<file path="src/rtl/dmem_arbiter.sv">
// ----------------------------------------------------------------------------
// dmem_arbiter
//
// Purpose:
//   Two-port data memory arbiter. Two requesters (p0, p1) share a single
//   synchronous-write / combinational-read data memory. One access is
//   in flight at a time. Ties are broken round-robin. Each access is checked
//   for alignment, size and range, then formatted: byte lanes for stores,
//   shift plus extension for loads. Rejected accesses never reach the memory.
//   Each access completes with a one-cycle ack to the granted requester.
//
// Ports:
//   clk          in   1   clock, all state changes on the rising edge
//   reset        in   1   synchronous, active-low reset
//   pN_req_i     in   1   access request, held until ack
//   pN_addr_i    in   32  byte address
//   pN_wdata_i   in   32  right-aligned store data
//   pN_we_i      in   1   1 = store, 0 = load
//   pN_size_i    in   2   00 byte, 01 half, 10 word, 11 illegal
//   pN_uns_i     in   1   load zero-extend (1) / sign-extend (0)
//   pN_ack_o     out  1   one-cycle completion pulse
//   pN_err_o     out  1   access rejected (valid with ack)
//   pN_rdata_o   out  32  load result (valid with ack), 0 for stores
//   mem_addr_o   out  32  memory byte address
//   mem_wdata_o  out  32  lane-replicated store data
//   mem_we_o     out  4   per-byte write enables
//   mem_ce_o     out  1   memory chip enable
//   mem_rdata_i  in   32  memory read word, combinational from mem_addr_o
//   mem_valid_i  in   1   memory ready; an access commits on an edge where 1
// ----------------------------------------------------------------------------
module dmem_arbiter #(
    parameter int MEM_BYTES = 128
) (
    input  logic        clk,
    input  logic        reset,

    input  logic        p0_req_i,
    input  logic [31:0] p0_addr_i,
    input  logic [31:0] p0_wdata_i,
    input  logic        p0_we_i,
    input  logic [1:0]  p0_size_i,
    input  logic        p0_uns_i,
    output logic        p0_ack_o,
    output logic        p0_err_o,
    output logic [31:0] p0_rdata_o,

    input  logic        p1_req_i,
    input  logic [31:0] p1_addr_i,
    input  logic [31:0] p1_wdata_i,
    input  logic        p1_we_i,
    input  logic [1:0]  p1_size_i,
    input  logic        p1_uns_i,
    output logic        p1_ack_o,
    output logic        p1_err_o,
    output logic [31:0] p1_rdata_o,

    output logic [31:0] mem_addr_o,
    output logic [31:0] mem_wdata_o,
    output logic [3:0]  mem_we_o,
    output logic        mem_ce_o,
    input  logic [31:0] mem_rdata_i,
    input  logic        mem_valid_i
);

    localparam logic [31:0] ADDR_LIMIT = 32'(MEM_BYTES);

    localparam logic [1:0] SZ_BYTE = 2'b00;
    localparam logic [1:0] SZ_HALF = 2'b01;
    localparam logic [1:0] SZ_WORD = 2'b10;

    typedef enum logic [1:0] {
        S_IDLE   = 2'd0,
        S_ACCESS = 2'd1,
        S_RESP   = 2'd2
    } state_e;

    // ------------------------------------------------------------------
    // Formatting helpers
    // ------------------------------------------------------------------
    function automatic logic is_illegal(input logic [1:0]  size,
                                        input logic [31:0] addr);
        logic bad;
        bad = 1'b0;
        if (size == 2'b11)                          bad = 1'b1;
        if ((size == SZ_HALF) && addr[0])           bad = 1'b1;
        if ((size == SZ_WORD) && (addr[1:0] != 2'b00)) bad = 1'b1;
        if (addr >= ADDR_LIMIT)                     bad = 1'b1;
        return bad;
    endfunction

    function automatic logic [3:0] byte_en(input logic [1:0] size,
                                           input logic [1:0] off);
        logic [3:0] be;
        case (size)
            SZ_BYTE: be = 4'b0001 << off;
            SZ_HALF: be = 4'b0011 << off;
            SZ_WORD: be = 4'b1111;
            default: be = 4'b0000;
        endcase
        return be;
    endfunction

    // Replicating the store data across lanes lets the byte enables alone
    // pick the destination lane, so no store-side shifter is needed.
    function automatic logic [31:0] store_data(input logic [1:0]  size,
                                               input logic [31:0] wdata);
        logic [31:0] sd;
        case (size)
            SZ_BYTE: sd = {4{wdata[7:0]}};
            SZ_HALF: sd = {2{wdata[15:0]}};
            default: sd = wdata;
        endcase
        return sd;
    endfunction

    function automatic logic [31:0] load_fmt(input logic [31:0] word,
                                             input logic [1:0]  off,
                                             input logic [1:0]  size,
                                             input logic        uns);
        logic [31:0] sh;
        logic [31:0] res;
        sh = word >> {off, 3'b000};
        case (size)
            SZ_BYTE: res = uns ? {24'b0, sh[7:0]}  : {{24{sh[7]}},  sh[7:0]};
            SZ_HALF: res = uns ? {16'b0, sh[15:0]} : {{16{sh[15]}}, sh[15:0]};
            default: res = sh;
        endcase
        return res;
    endfunction

    // ------------------------------------------------------------------
    // State
    // ------------------------------------------------------------------
    state_e      state_q, state_d;
    logic        last_grant_q, last_grant_d;  // 0 = p0, 1 = p1
    logic        grant_q, grant_d;            // port owning the current access
    logic [31:0] addr_q, addr_d;
    logic [31:0] wdata_q, wdata_d;
    logic        we_q, we_d;
    logic [1:0]  size_q, size_d;
    logic        uns_q, uns_d;
    logic        err_q, err_d;
    logic [31:0] rdata_q, rdata_d;

    // ------------------------------------------------------------------
    // Arbitration: p1 wins only when it is alone, or on a tie when p0 was
    // the last port served.
    // ------------------------------------------------------------------
    logic        any_req;
    logic        sel_p1;
    logic [31:0] sel_addr;
    logic [31:0] sel_wdata;
    logic        sel_we;
    logic [1:0]  sel_size;
    logic        sel_uns;

    always_comb begin
        any_req   = p0_req_i | p1_req_i;
        sel_p1    = p1_req_i & (~p0_req_i | ~last_grant_q);
        sel_addr  = sel_p1 ? p1_addr_i  : p0_addr_i;
        sel_wdata = sel_p1 ? p1_wdata_i : p0_wdata_i;
        sel_we    = sel_p1 ? p1_we_i    : p0_we_i;
        sel_size  = sel_p1 ? p1_size_i  : p0_size_i;
        sel_uns   = sel_p1 ? p1_uns_i   : p0_uns_i;
    end

    // ------------------------------------------------------------------
    // Next-state logic
    // ------------------------------------------------------------------
    always_comb begin
        state_d      = state_q;
        last_grant_d = last_grant_q;
        grant_d      = grant_q;
        addr_d       = addr_q;
        wdata_d      = wdata_q;
        we_d         = we_q;
        size_d       = size_q;
        uns_d        = uns_q;
        err_d        = err_q;
        rdata_d      = rdata_q;

        case (state_q)
            S_IDLE: begin
                if (any_req) begin
                    grant_d      = sel_p1;
                    last_grant_d = sel_p1;
                    addr_d       = sel_addr;
                    wdata_d      = sel_wdata;
                    we_d         = sel_we;
                    size_d       = sel_size;
                    uns_d        = sel_uns;
                    rdata_d      = 32'h0;
                    err_d        = is_illegal(sel_size, sel_addr);
                    // Rejected accesses skip the memory entirely.
                    state_d      = is_illegal(sel_size, sel_addr) ? S_RESP : S_ACCESS;
                end
            end

            S_ACCESS: begin
                if (mem_valid_i) begin
                    rdata_d = we_q ? 32'h0
                                   : load_fmt(mem_rdata_i, addr_q[1:0], size_q, uns_q);
                    state_d = S_RESP;
                end
            end

            S_RESP: begin
                state_d = S_IDLE;
            end

            default: begin
                state_d = S_IDLE;
            end
        endcase
    end

    // ------------------------------------------------------------------
    // State registers
    // ------------------------------------------------------------------
    always_ff @(posedge clk) begin
        if (!reset) begin
            state_q      <= S_IDLE;
            last_grant_q <= 1'b1;   // makes p0 win the first tie
            grant_q      <= 1'b0;
            addr_q       <= 32'h0;
            wdata_q      <= 32'h0;
            we_q         <= 1'b0;
            size_q       <= 2'b00;
            uns_q        <= 1'b0;
            err_q        <= 1'b0;
            rdata_q      <= 32'h0;
        end else begin
            state_q      <= state_d;
            last_grant_q <= last_grant_d;
            grant_q      <= grant_d;
            addr_q       <= addr_d;
            wdata_q      <= wdata_d;
            we_q         <= we_d;
            size_q       <= size_d;
            uns_q        <= uns_d;
            err_q        <= err_d;
            rdata_q      <= rdata_d;
        end
    end

    // ------------------------------------------------------------------
    // Outputs. All outputs are gated by reset so that asserting reset
    // mid-access immediately suppresses the memory write and the ack.
    // ------------------------------------------------------------------
    logic in_access;
    logic in_resp;

    always_comb begin
        in_access = reset & (state_q == S_ACCESS);
        in_resp   = reset & (state_q == S_RESP);

        mem_ce_o    = in_access & mem_valid_i;
        mem_addr_o  = in_access ? addr_q : 32'h0;
        mem_wdata_o = (in_access & we_q) ? store_data(size_q, wdata_q) : 32'h0;
        mem_we_o    = (in_access & we_q & mem_valid_i) ? byte_en(size_q, addr_q[1:0])
                                                       : 4'b0000;

        p0_ack_o   = in_resp & ~grant_q;
        p0_err_o   = in_resp & ~grant_q & err_q;
        p0_rdata_o = (in_resp & ~grant_q) ? rdata_q : 32'h0;

        p1_ack_o   = in_resp & grant_q;
        p1_err_o   = in_resp & grant_q & err_q;
        p1_rdata_o = (in_resp & grant_q) ? rdata_q : 32'h0;
    end

endmodule

</file>
<file path="config.mk">
export PLATFORM = sky130hd
export DESIGN_NAME = dmem_arbiter
export DESIGN_NICKNAME = d
export VERILOG_FILES = /design/src/rtl/dmem_arbiter.sv
export SDC_FILE = /design/constraint.sdc
export NUM_CORES = 1
export LEC_CHECK = 0
export BUFFER_PORTS_ARGS = -buffer_cell sky130_fd_sc_hd__buf_2
export CAP_MARGIN = 10
export CORE_MARGIN = 2
export CORE_UTILIZATION = 46
export CTS_CLUSTER_DIAMETER = 50
export CTS_CLUSTER_SIZE = 20
export DETAILED_ROUTE_END_ITERATION = 12
export GPL_ROUTABILITY_DRIVEN = 0
export PLACE_DENSITY = 0.8
export SLEW_MARGIN = 20
export SYNTH_ARGS = -nofsm -noshare
export SYNTH_HDL_FRONTEND = slang
export SYNTH_SLANG_ARGS = --single-unit
</file>
<file path="constraint.sdc">
create_clock -name clk -period 2.17 [get_ports clk]
set_clock_uncertainty 0.15 [all_clocks]
set_input_delay 0.434 -clock clk [delete_from_list [all_inputs] [get_ports clk]]
set_output_delay 0.434 -clock clk [all_outputs]
set_load 0.01 [all_outputs]
</file>
* Word-level counts from Yosys, hierarchy flattened
Cells that the tools add are included.
** Operators by class
- $lt $le $gt $ge :: 1
- Equality and inequality tests :: 9
- Shifts and indexed selects :: 3
- Multiplexer cells :: 29
- Bitwise operators :: 15
- Reductions and logical operators :: 9
** Operators with widths (count)
- two-way mux 32 bit :: 11
- one-hot mux 32 bit (2 select lines) :: 3
- >= comparator 32 x 8 -> 1 bit, second input constant :: 1
- >> shifter 32 x 5 -> 32 bit :: 1
- one-hot mux 4 bit (3 select lines) :: 1
- AND 1 bit :: 10
- == test 2 bit, second input constant :: 4
- two-way mux 1 bit :: 8
- two-way mux 2 bit :: 4
- == test 2 x 1 -> 1 bit, second input constant :: 3
- zero test 2 bit :: 2
- two-way mux 4 bit :: 1
- != test 2 bit, second input constant :: 2
- one-hot mux 2 bit (2 select lines) :: 1
- AND reduction 2 bit :: 2
- nonzero test 2 bit :: 2
- left shift 1 x 2 -> 4 bit, first input constant :: 1
- left shift 2 x 2 -> 4 bit, first input constant :: 1
- inverter 1 bit :: 3
- AND reduction 3 bit :: 1
- logical AND 1 bit :: 2
- OR 1 bit :: 2
** Storage, ports and cells
- Register bits after elaboration :: 105
- Input port bits :: 173
- Output and inout bits :: 137
- Logic and storage cells :: 76

* Logic depth before layout (Yosys ltp)
Gate-level depths: netlist of run 1.
- Word-level depth :: 14
- Gate-level depth with buffers :: 7
- Gate-level depth less buffers :: 5

* Worst setup path after synthesis of run 1
No wires, ideal clock.
- Kind :: register -> output
- Start :: register addr_q[1]
- End :: output port mem_we_o[3]
- Arrival time :: 1.514 ns
- Data required time :: 1.586 ns
- Setup slack :: 0.072 ns
- Cell stages (with the launch flop) :: 7
- Buffers on the path :: 3
- Cells stage by stage :: dfxtp_1 > buf_2 > buf_2 > buf_2 > nor2b_1 > nor2_1 > a211oi_1
** Between the ends
- Word-level cells in the longest chain between the ends :: 3
- Elaborated cells between the ends (all ways) :: 4
- Those cells by class :: shift: 2; mux: 2
** RTL lines
- from (decl) :: RTL line 137 : logic [31:0] addr_q, addr_d;
- from (signal assigned) :: RTL line 236 : addr_q <= addr_d;
- left shift 2 x 2 -> 4 bit / left shift 1 x 2 -> 4 bit (equally long branches) :: RTL line 96, 95
- one-hot mux 4 bit (3 select lines) (*) :: RTL line 94 : case (size)
- two-way mux 4 bit (*) :: RTL line 260 : mem_we_o = (in_access & we_q & mem_valid_i) ? byte_en(size_q, addr_q[1:0])
- to (decl) :: RTL line 59 : output logic [3:0] mem_we_o,
Mark *: on every way between the ends. The rest lies on a longest branch, timed or not.

* Worst setup path in the final report of run 1
- Start :: register state_q[0]
- End :: output port mem_wdata_o[10]
** Between the ends
- Word-level cells in the longest chain between the ends :: 4
** RTL lines
- from (decl) :: RTL line 134 : state_e state_q, state_d;
- from (signal assigned) :: RTL line 233 : state_q <= state_d;
- == test 2 x 1 -> 1 bit :: RTL line 254 : in_access = reset & (state_q == S_ACCESS);
- AND 1 bit :: RTL line 254
- AND 1 bit :: RTL line 259 : mem_wdata_o = (in_access & we_q) ? store_data(size_q, wdata_q) : 32'h0;
- two-way mux 32 bit :: RTL line 259
- to (decl) :: RTL line 58 : output logic [31:0] mem_wdata_o,
Every way passes these cells.

==> flow_summary.json, run 1 <==
{
  "via_per_inst": 5.584,
  "drive_above_1_share_pct": 39.85,
  "io_buffer_count": 309,
  "routed_wl_um": 22390,
  "die_x_um": 120.1,
  "drcViolationCount": 0,
  "post-cts-setup-buffers": 0,
  "dp_hpwl_um": 16060,
  "rsz0062_at_grt": "true",
  "end_kind": "output pin",
  "cts.clk_slew.worst_paths_ns": 0.07,
  "worstPathMaxFanout": 6,
  "wire_per_inst_um": 18.28,
  "overflow": 0,
  "cts_tree": "done",
  "powerDensity_mw_per_mm2": 590.4,
  "fill_cells": 1161,
  "drtIter0Drc": 640,
  "ant_nets": 0,
  "cts_sinks": 105,
  "cts_buffer_depth": 2,
  "clk_latency_ns": 0.35,
  "relSlewSlack_pct": 36.14,
  "netlist_area_mm2": 0.006203,
  "initial_core_util_pct": 47.03,
  "area_growth_pct": 38.66,
  "arrival_ns": 1.61,
  "outcome": "finished with violations",
  "fin_nets": 1212,
  "coreArea_mm2": 0.01319,
  "synthCells": 745,
  "switching_power_uw": 1450,
  "hold_class": "in2reg",
  "cpPeakStageDelay_ns": 0.37,
  "syn_avg_cell_area_um2": 8.327,
  "irDropWorstVdd_uv": 371.7,
  "synthArstFlopShare_pct": 0,
  "slew_violations": 0,
  "setup_ws_ns": -0.02822,
  "numCtsBuffers": 9,
  "finalHoldViolations": 0,
  "hold_buffers": 0,
  "ys.flop_type": "dfxtp_1",
  "swShare_pct": 28.55,
  "crit_chain": "nor3b_2 > buf_6 > nand2_8 > clkbuf_16 > a21oi_1 > buf_2",
  "power.leakage_uw": 0.004152,
  "yosysUniqueCellTypes": 45,
  "start_kind": "flop",
  "ios": 310,
  "setup_violations": 7,
  "intPower_uw": 3629,
  "fp.dieArea_mm2": 0.01443,
  "ys_seq_elements": 105,
  "fin_util_pct": 65.22,
  "syn-num-nets": 918,
  "seq_area_frac_synth_pct": 33.88,
  "die_height_um": 120.1,
  "fin_crit_sh_pct": 101.3,
  "synth_edf_count": 0,
  "via_count": 6841,
  "violations": "negative setup slack",
  "grtUsageTotal_pct": 28.49,
  "dr.pass1.iters": 6,
  "row_count": 42,
  "synth_warnings": 0,
  "min_period_ns": 2.198,
  "hold_slack_ns": 0.1958,
  "grt_max_degree": 137,
  "slowest_stage": "dfxtp_4",
  "antenna_found_initial": 6,
  "grt_pass1_vias": 6041,
  "grt_first_pass_wirelength_um": 32110,
  "htreeDepth": 3,
  "dp.cells": 1200,
  "fin_cells": 1225,
  "power_frac_comb_pct": 21.4,
  "worstPathRequired_ns": 1.59,
  "power.share.clock_pct": 35.7,
  "cts_root_buffer": "clkbuf_16",
  "total_power_uw": 5079,
  "seqPwrFrac_pct": 42.9,
  "worst_slew_pin_slew_ns": 0.9506,
  "cap_violations": 0,
  "path_class": "reg2out",
  "fmax_ghz": 0.4549
}
==> power groups by stage <==
stage	Combinational, uW	Sequential (uW)	Clock [uW]
floorplan	682	2160	0
global placement	1020	2200	0
detailed placement	1040	2210	0
CTS	1050	2170	1830
global route	1180	2190	1920
finish	1090	2180	1810
==> metrics by stage <==
stage,instance area [um2],worst slack [ns],setup TNS (ns)
2_1_floorplan,6203,0.07178,0
3_3_place_gp,8013,-0.04631,-0.7836
6_report,8602,-0.02822,-0.06736
4_1_cts,8391,-0.009548,-0.01583
5_1_grt,8602,-0.06866,-4.427
3_5_place_dp,8013,-0.04537,-0.6157
==> state kept, by name (all words and copies together), names as in the netlist <==
register,flops
addr_q,32
rdata_q,32
wdata_q,32
size_q,2
state_q,2
err_q,1
grant_q,1
last_grant_q,1
uns_q,1
we_q,1
==> synthesized netlist by cell type, types with 2 or more instances <==
master | n | area, um2
a221o_2 | 10 | 112.6
nor2b_1 | 10 | 62.56
o21a_1 | 2 | 15.01
nand2_1 | 35 | 131.4
nor4_1 | 11 | 68.82
and3_1 | 10 | 62.56
nand2b_1 | 5 | 31.28
o21ai_0 | 10 | 50.05
nor2_2 | 2 | 12.51
a211o_1 | 8 | 70.07
a21oi_1 | 29 | 145.1
a22o_1 | 8 | 70.07
buf_2 | 29 | 145.1
a221o_1 | 6 | 60.06
dfxtp_1 | 105 | 2102
a211oi_1 | 70 | 525.5
mux2i_1 | 93 | 930.9
or3_1 | 2 | 12.51
buf_6 | 4 | 45.04
clkbuf_1 | 31 | 116.4
mux2_2 | 9 | 101.4
buf_1 | 2 | 7.510
nor2_1 | 122 | 457.9
nand3_1 | 2 | 10.01
o211a_1 | 2 | 20.02
and2_1 | 98 | 613.1
nor3_1 | 6 | 30.03
a32oi_1 | 7 | 61.31
==> kinds of logic after synthesis <==
family                 Yosys count  share of synthesized area, %
and+or+nand+nor                311                         25.17
AOI/OAI and AO/OA              158                         19.04
DFF                            105                         33.88
muxes                          102                         16.64
buffers and inverters           69                         5.264
==> metal layers <==
layer  share of wire [%]  routed length, um  global-route usage (%)  vias up
li1                    -                  -                       -     3258
met1                  39               8622                   34.42     3141
met2                  50              11160                   49.22      399
met3                 9.2               2067                   5.846       43
met4                 2.4                543                   11.54        0
met5                   0                  0                       0        -
==> layout by cell type (no fill, tap or decap), types with 10 or more instances in the layout <==
cell type / count
o21ai_0: 10
nor2_1: 118
nand2_1: 34
a21oi_1: 25
mux2i_1: 92
a211oi_1: 68
nor4_1: 11
buf_4: 28
buf_2: 307
dfxtp_1: 100
clkbuf_16: 13
a221o_2: 10
and2_1: 97
==> path summary, 6_finish.rpt <==
path                           start  slack [ns]  cells after the start                  endpoint
max          state_q[0]$_SDFFE_PN0P_       -0.03                      6           mem_wdata_o[10]
min                  mem_rdata_i[31]        0.20                      2  rdata_q[31]$_SDFFE_PN0P_
max reg2reg  state_q[0]$_SDFFE_PN0P_        0.17                      6  wdata_q[15]$_SDFFE_PN0P_
min reg2reg  rdata_q[7]$_SDFFE_PN0P_        0.32                      2   rdata_q[7]$_SDFFE_PN0P_
==> area by class of cell <==
class / count / area (um2) / share of cell area (%)
multi-input cells: 571 / 3892 / 45.25
flip-flops and latches: 105 / 2113 / 24.57
repair buffers: 349 / 2021 / 23.49
clock buffers: 12 / 256.5 / 2.982
well taps: 176 / 220.2 / 2.560
clock inverters: 4 / 73.82 / 0.8582
inverters: 3 / 12.51 / 0.1455
diodes: 5 / 12.51 / 0.1455
==> worst max-delay path: cells and delay by family, from the launching register on <==
family                 cells  cell delay [ns]
AOI/OAI and AO/OA          1             0.13
DFF                        1             0.37
buffers and inverters      3             0.50
and+or+nand+nor            2             0.26
==> what timing repair did <==
action	CTS	global route
resized for setup	15	25
pin swaps	0	2
setup endpoints to repair	61	114
gates cloned	0	4
(Power assumes the default switching activity.)
==> run 2, diff against run 1 <==
--- a/config.mk
+++ b/config.mk
@@ -5,15 +5,14 @@
 export SDC_FILE = /design/constraint.sdc
 export NUM_CORES = 1
 export LEC_CHECK = 0
-export BUFFER_PORTS_ARGS = -buffer_cell sky130_fd_sc_hd__buf_2
 export CAP_MARGIN = 10
 export CORE_MARGIN = 2
 export CORE_UTILIZATION = 46
 export CTS_CLUSTER_DIAMETER = 50
 export CTS_CLUSTER_SIZE = 20
 export DETAILED_ROUTE_END_ITERATION = 12
+export DONT_BUFFER_PORTS = 1
 export GPL_ROUTABILITY_DRIVEN = 0
-export PLACE_DENSITY = 0.8
 export SLEW_MARGIN = 20
 export SYNTH_ARGS = -nofsm -noshare
 export SYNTH_HDL_FRONTEND = slang
==> run 2 against run 1 <==
The run now ends clean. Worst hold slack got worse by 0.16 ns. Critical endpoint is now mem_we_o[3]. Total power down 7.6%. Worst setup slack improved by 0.074 ns. Design area shrank 19%. Combinational power fell by 19%. Via count fell by 21%. Cell count is 26% lower. Wire length shrank 17%. Sequential share of layout area is 5.9 points higher. Register-to-register slack lost 0.02 ns. Core utilization is 13 points lower.
==> flow_summary.json, run 2 (synthesis results as in run 1) <==
{
  "outcome": "finished, final reports clean",
  "grtUsageTotal_pct": 24.58,
  "end_kind": "output pin",
  "grt_max_degree": 73,
  "reg_top3": "addr_q: 32 flops, rdata_q: 32 flops, wdata_q: 32 flops",
  "wire_per_inst_um": 20.49,
  "overflow": 0,
  "drtIter0Drc": 403,
  "hold_class": "in2reg",
  "cts_root_buffer": "clkbuf_16",
  "swShare_pct": 28.38,
  "dp.cells": 886,
  "antenna_found_initial": 0,
  "multi_input_area_mm2": 0.003954,
  "fin_nets": 895,
  "start_kind": "flop",
  "worst_slew_pin_slew_ns": 0.9584,
  "seqPwrFrac_pct": 46.2,
  "slowest_stage": "dfxtp_4",
  "mostFrequentLayoutCells": "nor2_1 (105), dfxtp_1 (101), and2_1 (97)",
  "via_count": 5372,
  "relSlewSlack_pct": 35.62,
  "grt_pass1_vias": 5071,
  "critPathBufInv": 2,
  "htreeDepth": 3,
  "crit_chain": "nor3b_2 > buf_4 > nand3_4 > a211oi_2 > buf_4",
  "r2r_slack_ns": 0.15,
  "rsz0062_at_grt": "true",
  "total_power_uw": 4693,
  "numCtsBuffers": 9,
  "fp.dieArea_mm2": 0.01443,
  "slew_violations": 0,
  "final_common_cell": "nor2_1",
  "insertedDiodeCount": 0,
  "io_buffer_count": 0,
  "via_per_inst": 5.949,
  "critPathTopFamily": "flip-flops",
  "ant_nets": 0,
  "seqCellArea_mm2": 0.002115,
  "die_height_um": 120.1,
  "min_period_ns": 2.124,
  "intPower_uw": 3361,
  "fill_cells": 1226,
  "cap_violations": 0,
  "hold_buffers": 0,
  "cts_buffer_depth": 2,
  "worstPathMaxFanout": 7,
  "fin_crit_sh_pct": 97.88,
  "dp_hpwl_um": 13960,
  "power.share.clock_pct": 35.0,
  "crit_top_cell": "buf_4",
  "coreArea_mm2": 0.01319,
  "ios": 310,
  "path_class": "reg2out",
  "fin_cells": 903,
  "area_growth_pct": 11.88,
  "power.leakage_uw": 0.002615,
  "row_count": 42,
  "drive_above_1_share_pct": 15.13,
  "power_frac_comb_pct": 18.8,
  "irDropWorstVdd_uv": 301.5,
  "routed_wl_um": 18500,
  "grt_first_pass_wirelength_um": 27670,
  "fin_tns_setup_ns": 0,
  "cpPeakStageDelay_ns": 0.37,
  "fmax_ghz": 0.4708,
  "dr.pass1.iters": 4,
  "powerDensity_mw_per_mm2": 676.1,
  "cts_sinks": 105,
  "cts_tree": "done",
  "clk_latency_ns": 0.35,
  "cts.clk_slew.worst_paths_ns": 0.06,
  "die_x_um": 120.1,
  "switching_power_uw": 1332,
  "setup_violations": 0,
  "arrival_ns": 1.54,
  "drcViolationCount": 0,
  "hold_slack_ns": 0.03105,
  "finalHoldViolations": 0,
  "initial_core_util_pct": 47.03,
  "worstPathRequired_ns": 1.59
}
[run 2: per-stage QoR]
step | setup slack, ns | utilization, % | area [um2]
finish | 0.04590 | 52.62 | 6940
global route | -0.05146 | 52.62 | 6940
CTS | 0.001225 | 51.83 | 6837
detailed placement | 0.06935 | 49.04 | 6469
global placement | 0.1375 | 49.04 | 6469
floorplan | 0.07178 | - | 6203
[run 2: layout make-up]
type / instances / share of cell area (%)
Clock buffer: 14 / 3.660
Clock inverter: 2 / 0.5408
Inverter: 3 / 0.1803
Multi-Input combinational cell: 571 / 56.97
Sequential cell: 105 / 30.47
Tap cell: 176 / 3.173
Timing Repair Buffer: 32 / 5.012
[run 2: path summary, 6_finish.rpt]
path,endpoint,depth (start not counted),from
max,mem_we_o[3],5,state_q[1]$_SDFFE_PN0P_
min,last_grant_q$_SDFFE_PN1P_,1,reset
max reg2reg,rdata_q[22]$_SDFFE_PN0P_,3,we_q$_SDFFE_PN0P_
min reg2reg,addr_q[19]$_SDFFE_PN0P_,2,addr_q[19]$_SDFFE_PN0P_
[run 2: timing repair]
item	CTS	global route
pin swaps	3	4
setup buffers	0	1
setup endpoints to repair	52	66
gates resized for setup	24	25
[run 2: per-layer routing]
| layer | wire [um] | GRT usage, % |
|---|---|---|
| met1 | 7720 | 30.06 |
| met2 | 8972 | 41.58 |
| met4 | 463 | 9.632 |
| met3 | 1347 | 5.846 |
| met5 | 0 | 0 |
[run 2: power by group through the flow]
| stage | clock, uW | sequential [uW] | combinational (uW) |
|---|---|---|---|
| after global placement | 0 | 2200 | 837 |
| after CTS | 1680 | 2170 | 868 |
| after global routing | 1770 | 2190 | 972 |
| final | 1640 | 2170 | 880 |
| after floorplan | 0 | 2160 | 682 |
| after detailed placement | 0 | 2210 | 851 |
